--- config.mk ---
export PLATFORM = sky130hd
export DESIGN_NAME = vector_mem_access
export DESIGN_NICKNAME = d
export VERILOG_FILES = /design/src/rtl/vector_mem_access.sv
export SDC_FILE = /design/constraint.sdc
export NUM_CORES = 1
export LEC_CHECK = 0
export BUFFER_PORTS_ARGS = -buffer_cell sky130_fd_sc_hd__clkbuf_2
export CAP_MARGIN = 20
export CELL_PAD_IN_SITES_DETAIL_PLACEMENT = 1
export CELL_PAD_IN_SITES_GLOBAL_PLACEMENT = 1
export CORE_AREA = 2 2 273 275
export CTS_BUF_LIST = sky130_fd_sc_hd__clkbuf_8
export CTS_CLUSTER_DIAMETER = 100
export CTS_CLUSTER_SIZE = 40
export DETAILED_ROUTE_END_ITERATION = 7
export DIE_AREA = 0 0 275 277
export HOLD_SLACK_MARGIN = 0.12
export PLACE_DENSITY_LB_ADDON = 0.1
export SYNTH_ARGS = -nofsm -noshare
export SYNTH_HDL_FRONTEND = slang
export SYNTH_SLANG_ARGS = --single-unit
export TNS_END_PERCENT = 100
--- constraint.sdc ---
create_clock -name clk -period 4 [get_ports clk]
set_input_delay 0.2 -clock clk [delete_from_list [all_inputs] [get_ports clk]]
set_output_delay 0.2 -clock clk [all_outputs]
set_load 0.03 [all_outputs]
--- src/rtl/vector_mem_access.sv ---
// Memory-stage access unit: scalar pass-through plus multi-beat vector load/store sequencing.
// Optional feature: define VMEM_ALIGN_CHECK_EN to suppress misaligned accesses instead of masking addr[1:0].
module vector_mem_access #(
    parameter int N     = 32,
    parameter int V     = 256,
    parameter int BEATS = V / N
) (
    input  logic         clk,
    input  logic         rst,
    input  logic         MemWriteM,
    input  logic         MemtoRegM,
    input  logic         MemDataVM,
    input  logic [N-1:0] ALUResultM,
    input  logic [N-1:0] WriteDataM,
    input  logic [V-1:0] WriteDataVM,
    output logic [N-1:0] mem_addr,
    output logic         mem_we,
    output logic [N-1:0] mem_wdata,
    input  logic [N-1:0] mem_rdata,
    output logic [N-1:0] ReadDataM,
    output logic [V-1:0] ReadDataVM,
    output logic         stall_req,
    output logic         misalign_err
);
    localparam int BW = (BEATS > 1) ? $clog2(BEATS) : 1;
    localparam logic [BW-1:0] LAST = BW'(BEATS - 1);

    typedef enum logic [2:0] {IDLE, VSTORE, VLOAD, VDRAIN, DONE} state_t;

    state_t        state_q, state_d;
    logic [BW-1:0] beat_q, beat_d;
    logic [V-1:0]  rdv_q;
    logic [N-1:0]  addr_raw;
    logic [BW-1:0] cap_idx;
    logic          vec_op, bad_align;

    assign vec_op = MemDataVM & (MemWriteM | MemtoRegM);
`ifdef VMEM_ALIGN_CHECK_EN
    assign bad_align = (MemWriteM | MemtoRegM) & (|ALUResultM[1:0]);
`else
    assign bad_align = 1'b0;
`endif
    // Beat addresses step by one 32-bit word and wrap modulo 2^N.
    assign addr_raw = ALUResultM + {{(N-BW-2){1'b0}}, beat_q, 2'b00};
`ifdef VMEM_ALIGN_CHECK_EN
    assign mem_addr = addr_raw;
`else
    assign mem_addr = {addr_raw[N-1:2], 2'b00};
`endif

    always_comb begin
        state_d      = state_q;
        beat_d       = beat_q;
        stall_req    = 1'b0;
        mem_we       = 1'b0;
        mem_wdata    = WriteDataM;
        misalign_err = 1'b0;
        case (state_q)
            IDLE: begin
                if (bad_align) begin
                    misalign_err = 1'b1;
                end else if (vec_op) begin
                    stall_req = 1'b1;
                    beat_d    = BW'(1);
                    mem_we    = MemWriteM;
                    mem_wdata = WriteDataVM[N*beat_q +: N];
                    state_d   = MemWriteM ? VSTORE : VLOAD;
                end else begin
                    mem_we = MemWriteM;
                end
            end
            VSTORE: begin
                stall_req = 1'b1;
                mem_we    = 1'b1;
                mem_wdata = WriteDataVM[N*beat_q +: N];
                beat_d    = beat_q + BW'(1);
                if (beat_q == LAST) begin
                    beat_d  = '0;
                    state_d = DONE;
                end
            end
            VLOAD: begin
                stall_req = 1'b1;
                beat_d    = beat_q + BW'(1);
                if (beat_q == LAST) begin
                    beat_d  = '0;
                    state_d = VDRAIN;
                end
            end
            VDRAIN: begin
                stall_req = 1'b1;
                state_d   = DONE;
            end
            DONE:    state_d = IDLE;
            default: state_d = IDLE;
        endcase
    end

    // Read data lags issue by one cycle, so VLOAD stores the previous beat's word.
    assign cap_idx = beat_q - BW'(1);

    always_ff @(posedge clk) begin
        if (rst) begin
            state_q <= IDLE;
            beat_q  <= '0;
            rdv_q   <= '0;
        end else begin
            state_q <= state_d;
            beat_q  <= beat_d;
            if (state_q == VLOAD)
                rdv_q[N*cap_idx +: N] <= mem_rdata;
            else if (state_q == VDRAIN)
                rdv_q[V-N +: N] <= mem_rdata;
        end
    end

    assign ReadDataVM = rdv_q;
    assign ReadDataM  = mem_rdata;
endmodule

== Word level (Yosys, flattened, before mapping) ==
Cells that the tools add are included.
Storage, ports and cells
  word-level logic and storage cells: 43
  register bits after elaboration: 262
  bits of input ports: 357
Operators by class
  mux-type cells: 16
  reductions and logical operators: 7
  add/sub/neg operators: 4
  eq/ne operators: 7
  bitwise gates (word level): 2
  shift operators: 3
Operators with widths (number)
  bitwise mux 256 bit: 1
  variable shift 32 x 34 -> 256 bit (first input constant): 1
  indexed part select 256 x 9 -> 32 bit: 1
  indexed part select 32 x 34 -> 256 bit: 1
  two-way mux 32 bit: 3
  one-hot mux 32 bit (2 select lines): 1
  negator 8 -> 34 bit: 1
  adder 32 x 5 -> 32 bit: 1
  two-way mux 3 bit: 5
  one-hot mux 3 bit (4 select lines): 1
  equality test 3 x 2 -> 1 bit (second input constant): 2
  inequality test 2 bit (second input constant): 3
  one-hot mux 3 bit (2 select lines): 1
  one-hot mux 1 bit (2 select lines): 2
  nonzero test 2 bit: 2
  adder 3 x 1 -> 3 bit (second input constant): 1
  equality test 3 x 1 -> 1 bit (second input constant): 1
  equality test 3 bit (second input constant): 1
  zero test 3 bit: 1
  AND reduction 3 bit: 1
  OR reduction 3 bit: 1
  subtractor 3 x 1 -> 3 bit (second input constant): 1
  two-way mux 2 bit: 1
  AND reduction 2 bit: 1
  other kinds (4): 4

== Depth between registers and ports, before layout ==
  depth after elaboration: 5
  gate-level depth with buffers: 16
  mapped depth without buffers: 9

== Worst setup path before layout ==
Ideal clock, no wire load.
  path kind: register to register
  start: register beat_q[1]
  end: register rdv_q[236] (netlist: ReadDataVM[236])
  cell stages (with the launch flop): 15
  path slack: 0.763 ns
  library setup time: 0.065 ns
  path buffers: 5
  clock period less this slack: 3.237 ns
  required time: 3.935 ns
  arrival: 3.172 ns
  cells stage by stage: dfxtp_1 buf_2 buf_1 inv_1 ha_1 xor2_2 buf_6 inv_2 ha_1 buf_2 or4b_4 a21oi_4 buf_6 a32oi_1 nor2_1
Between the ends
  word-level cells in the longest chain between the ends: 5
  elaborated cells between the ends (all ways): 6
  classes of those cells: add/sub: 2; shift: 2; mux: 2
Ends and longest elaborated chain
  from (decl): RTL line 31  | logic [BW-1:0] beat_q, beat_d;
  from (signal assigned): RTL line 109  | beat_q <= beat_d;
  subtractor 3 x 1 -> 3 bit *: RTL line 100  | assign cap_idx = beat_q - BW'(1);
  negator 8 -> 34 bit *: RTL line 111  | rdv_q[N*cap_idx +: N] <= mem_rdata;
  indexed part select 32 x 34 -> 256 bit / variable shift 32 x 34 -> 256 bit (equally long branches): RTL line 111
  bitwise mux 256 bit *: RTL line 111
  two-way mux 32 bit *: RTL line 110  | if (state_q == VLOAD)
  to (signal, indexed assignment): RTL line 111
  to (signal, indexed assignment): RTL line 113  | rdv_q[V-N +: N] <= mem_rdata;
  to (decl): RTL line 32  | logic [V-1:0] rdv_q;
Mark *: on every way between the ends. The rest lies on a longest branch, timed or not.
A chain may end at the register's enable or synchronous reset.

== Worst setup path after layout ==
  start: register beat_q[1]
  end: output port mem_wdata[4]
Between the ends
  word-level cells in the longest chain between the ends: 3
Ends and longest elaborated chain
  indexed part select 256 x 9 -> 32 bit *: RTL line 66, 75
  two-way mux 32 bit: RTL line 62  | end else if (vec_op) begin
  one-hot mux 32 bit (2 select lines) *: RTL line 58  | case (state_q)
  to (decl): RTL line 18  | output logic [N-1:0] mem_wdata,
Marks and branches as above.

==> reports/metrics.csv <==
metric;value;unit
routed length per placed instance;32.0;microns
Multi-input gate area;0.00704;sq mm
Async S/R FF share, synth;0;%
Pwr per Cell Area;313;mW/mm^2
#FFs+latches synth;262;
DRC viols;0;
register share of total power;46.5;%
post-route setup slack;0.322;ns
first-pass GRT wire length;131000;microns
num ports;712;
P_sw;2150;uW
final clock skew;0.0946;ns
Gate power share;28.4;%
slowest cell delay on critical path;0.69;ns
Clk pwr share;25.1;%
top-area cell type share of the netlist area;39.4;%
total CTS buffers;13;
most instantiated library cell after synthesis;dfxtp_1;
pin count of the biggest net entering global routing;99;
highest net fanout along the worst path;46;
row cnt;100;
Rel. slew slack;36.3;%
startpoint types;register;
yosys warns;0;
Die ar.;0.0762;sq mm
Clock Sinks;262;
final hold vios;0;
clk buf depth;3;
Via-to-Cell Ratio;4.68;
Final period util;92.0;%
clk slew on worst S/H paths;0.20;ns
Synth area leaders;dfxtp_1 (39%), mux4_2 (11%), nand3_1 (8.0%), a21oi_1 (6.7%), nand2_1 (5.8%);
Critical-path top delay cell;buf_4;
Yosys top cell by area;dfxtp_1;
average cell area after synthesis;8.77;sq um
Switching Share;37.8;%
Tmin final;3.68;ns
Int Power;3540;uW
nets;2470;
DR pass1 iterations;5;
Hold Crit Class;input port to register;
detailed placement HPWL;79300;microns
critical path cell sequence;buf_4 -> buf_4 -> mux4_2 -> mux2i_1 -> o21ai_0 -> buf_4 -> clkbuf_2;
worst slew pin tran;0.956;ns
setup violators final;0;
critical path type;register to output port;
Reg2Reg Setup Slack;0.42;ns
max_cap viols;0;
DIE WIDTH;275;microns
Syn-to-layout area delta;36.4;%
synthesized area;0.0133;sq mm
root buffer cell;clkbuf_8;
GPL Wtd Cong;1.04;
fillcell total;8782;
top_reg_cell synth;dfxtp_1;
Die Y-Extent;277;microns
sequential share of the synthesized area;39.4;%
worst vdd ir;0.000215;V
Worst EP required;3.80;ns
core footprint;0.0736;sq mm
Netlist cell types;54;
Via Count;14474;
Syn Inst Count;1518;
Static Leak;0.00735;uW
vias in the first global route;14765;
FMAX;272;MHz
CP dominant cell by count;buf_4;
endpoint class of the critical path;output port;
CTS tree;yes;
Clock Latency Late Sink;0.64;ns
RSZ-0062 raised after global routing;false;
pre-CTS WS;0.559;ns
fraction of layout cells with a size suffix above 1;42.0;%
CP top delay family;buffers and inverters;
status;complete, no violations;
initial antenna violation count;54;
synth cell count leaders;dfxtp_1 (262), nand3_1 (214), nand2_1 (204), a21oi_1 (177), buf_2 (95);
antenna-violating nets left;0;
drt total wl;99100;microns
Total GRT Usage;25.0;%
H-tree depth;1;
Buffers on Ports;706;
initial core utilization;18.1;%
Post CTS Setup Buffer Count;0;
grt ovf;0;
Fin Setup TNS;0;ns
max-slew violations;0;
Buf/Inv on CP;4;
Critical Path AT;3.48;ns
Register Area;0.00525;sq mm
EDFF count, synth;0;
DRT iter0 DRCs;815;
==> worst paths after layout <==
check / from / end / depth (start not counted)
min: mem_rdata[7] / ReadDataVM[103] / 3
max: beat_q[1] / mem_wdata[4] / 7
max reg2reg: beat_q[1] / ReadDataVM[215] / 7
min reg2reg: ReadDataVM[9] / ReadDataVM[9] / 2
==> cell families after synthesis <==
kind of cell,share of synthesized area (%)
compound gates,14.9
xor+xnor,2.03
fa+ha+maj,1.18
buf+inv,8.73
flops,39.4
mux,13.2
other cells,0.0282
simple gates,20.5
==> cells in the final DEF, fill, tap and decap left out, drive strengths merged, types with 2 or more instances in the layout <==
cell / instances
and3: 3
buf: 33
diode: 19
mux2i: 32
nor3b: 33
xor2: 20
a32oi: 19
and4: 3
o2111ai: 17
nand2b: 36
o21ai: 69
nand4: 3
a31o: 30
a22oi: 2
o2111a: 6
o211ai: 2
clkinv: 3
conb: 3
xnor2: 10
nor3: 11
nor2: 31
ha: 11
a21oi: 178
dlygate4sd3: 37
nor4: 13
or2: 2
mux4: 64
nand3: 214
inv: 21
dfxtp: 262
nand2: 204
clkbuf: 719
nor2b: 4
==> registers in the layout, indices dropped and copies added (netlist names) <==
name / count
beat_q: 3
state_q: 3
ReadDataVM: 256
==> tightest hold or removal path, cell delays in order <==
cell and delay [ns]:
clkbuf_2 0.34, nand3_1 0.16, o21ai_0 0.07
==> final cells by class <==
type	count	share of cell area (%)
antenna	19	0.262
clock buffer	13	0.985
clock inverter	9	0.737
inverter	16	0.331
multi-input combinational	1032	38.7
sequential	262	28.9
tap	969	6.68
timing repair buffer	776	23.3
==> per-layer routing <==
layer	up-vias	routed length [microns]	track usage [%]
met1	7306	41600	31.4
met3	86	6210	5.12
met2	525	49900	43.8
li1	6551	-	-
met4	6	1390	4.89
met5	-	43	0
==> per-stage QoR <==
| step | power, uW | hold slack (ns) | instances | util, % | instance area, sq um |
|---|---|---|---|---|---|
| after global placement | 4270 | 0.441 | 3017 | 23.6 | 17400 |
| after global routing | 5960 | 0.177 | 3089 | 24.7 | 18100 |
| after floorplan | 3570 | 0.405 | 1520 | - | 13300 |
| after detailed placement | 4280 | 0.447 | 3017 | 23.6 | 17400 |
| final | 5690 | 0.198 | 3096 | 24.7 | 18200 |
| after CTS | 5770 | 0.127 | 3075 | 24.6 | 18100 |
==> power groups by stage <==
stage	Clock [uW]	Sequential (uW)	Combinational, uW
final	1430	2650	1620
after global routing	1590	2650	1710
after CTS	1510	2640	1620
after detailed placement	0	2690	1580
after global placement	0	2690	1570
after floorplan	0	2710	859
==> what timing repair did <==
| action | in CTS | in global routing |
|---|---|---|
| endpoints found under the setup margin | 0 | 4 |
| hold buffers | 36 | 1 |
| gates resized for setup | 0 | 1 |
| endpoints found under the hold margin | 227 | 1 |
Power figures use the tool's default switching activity.
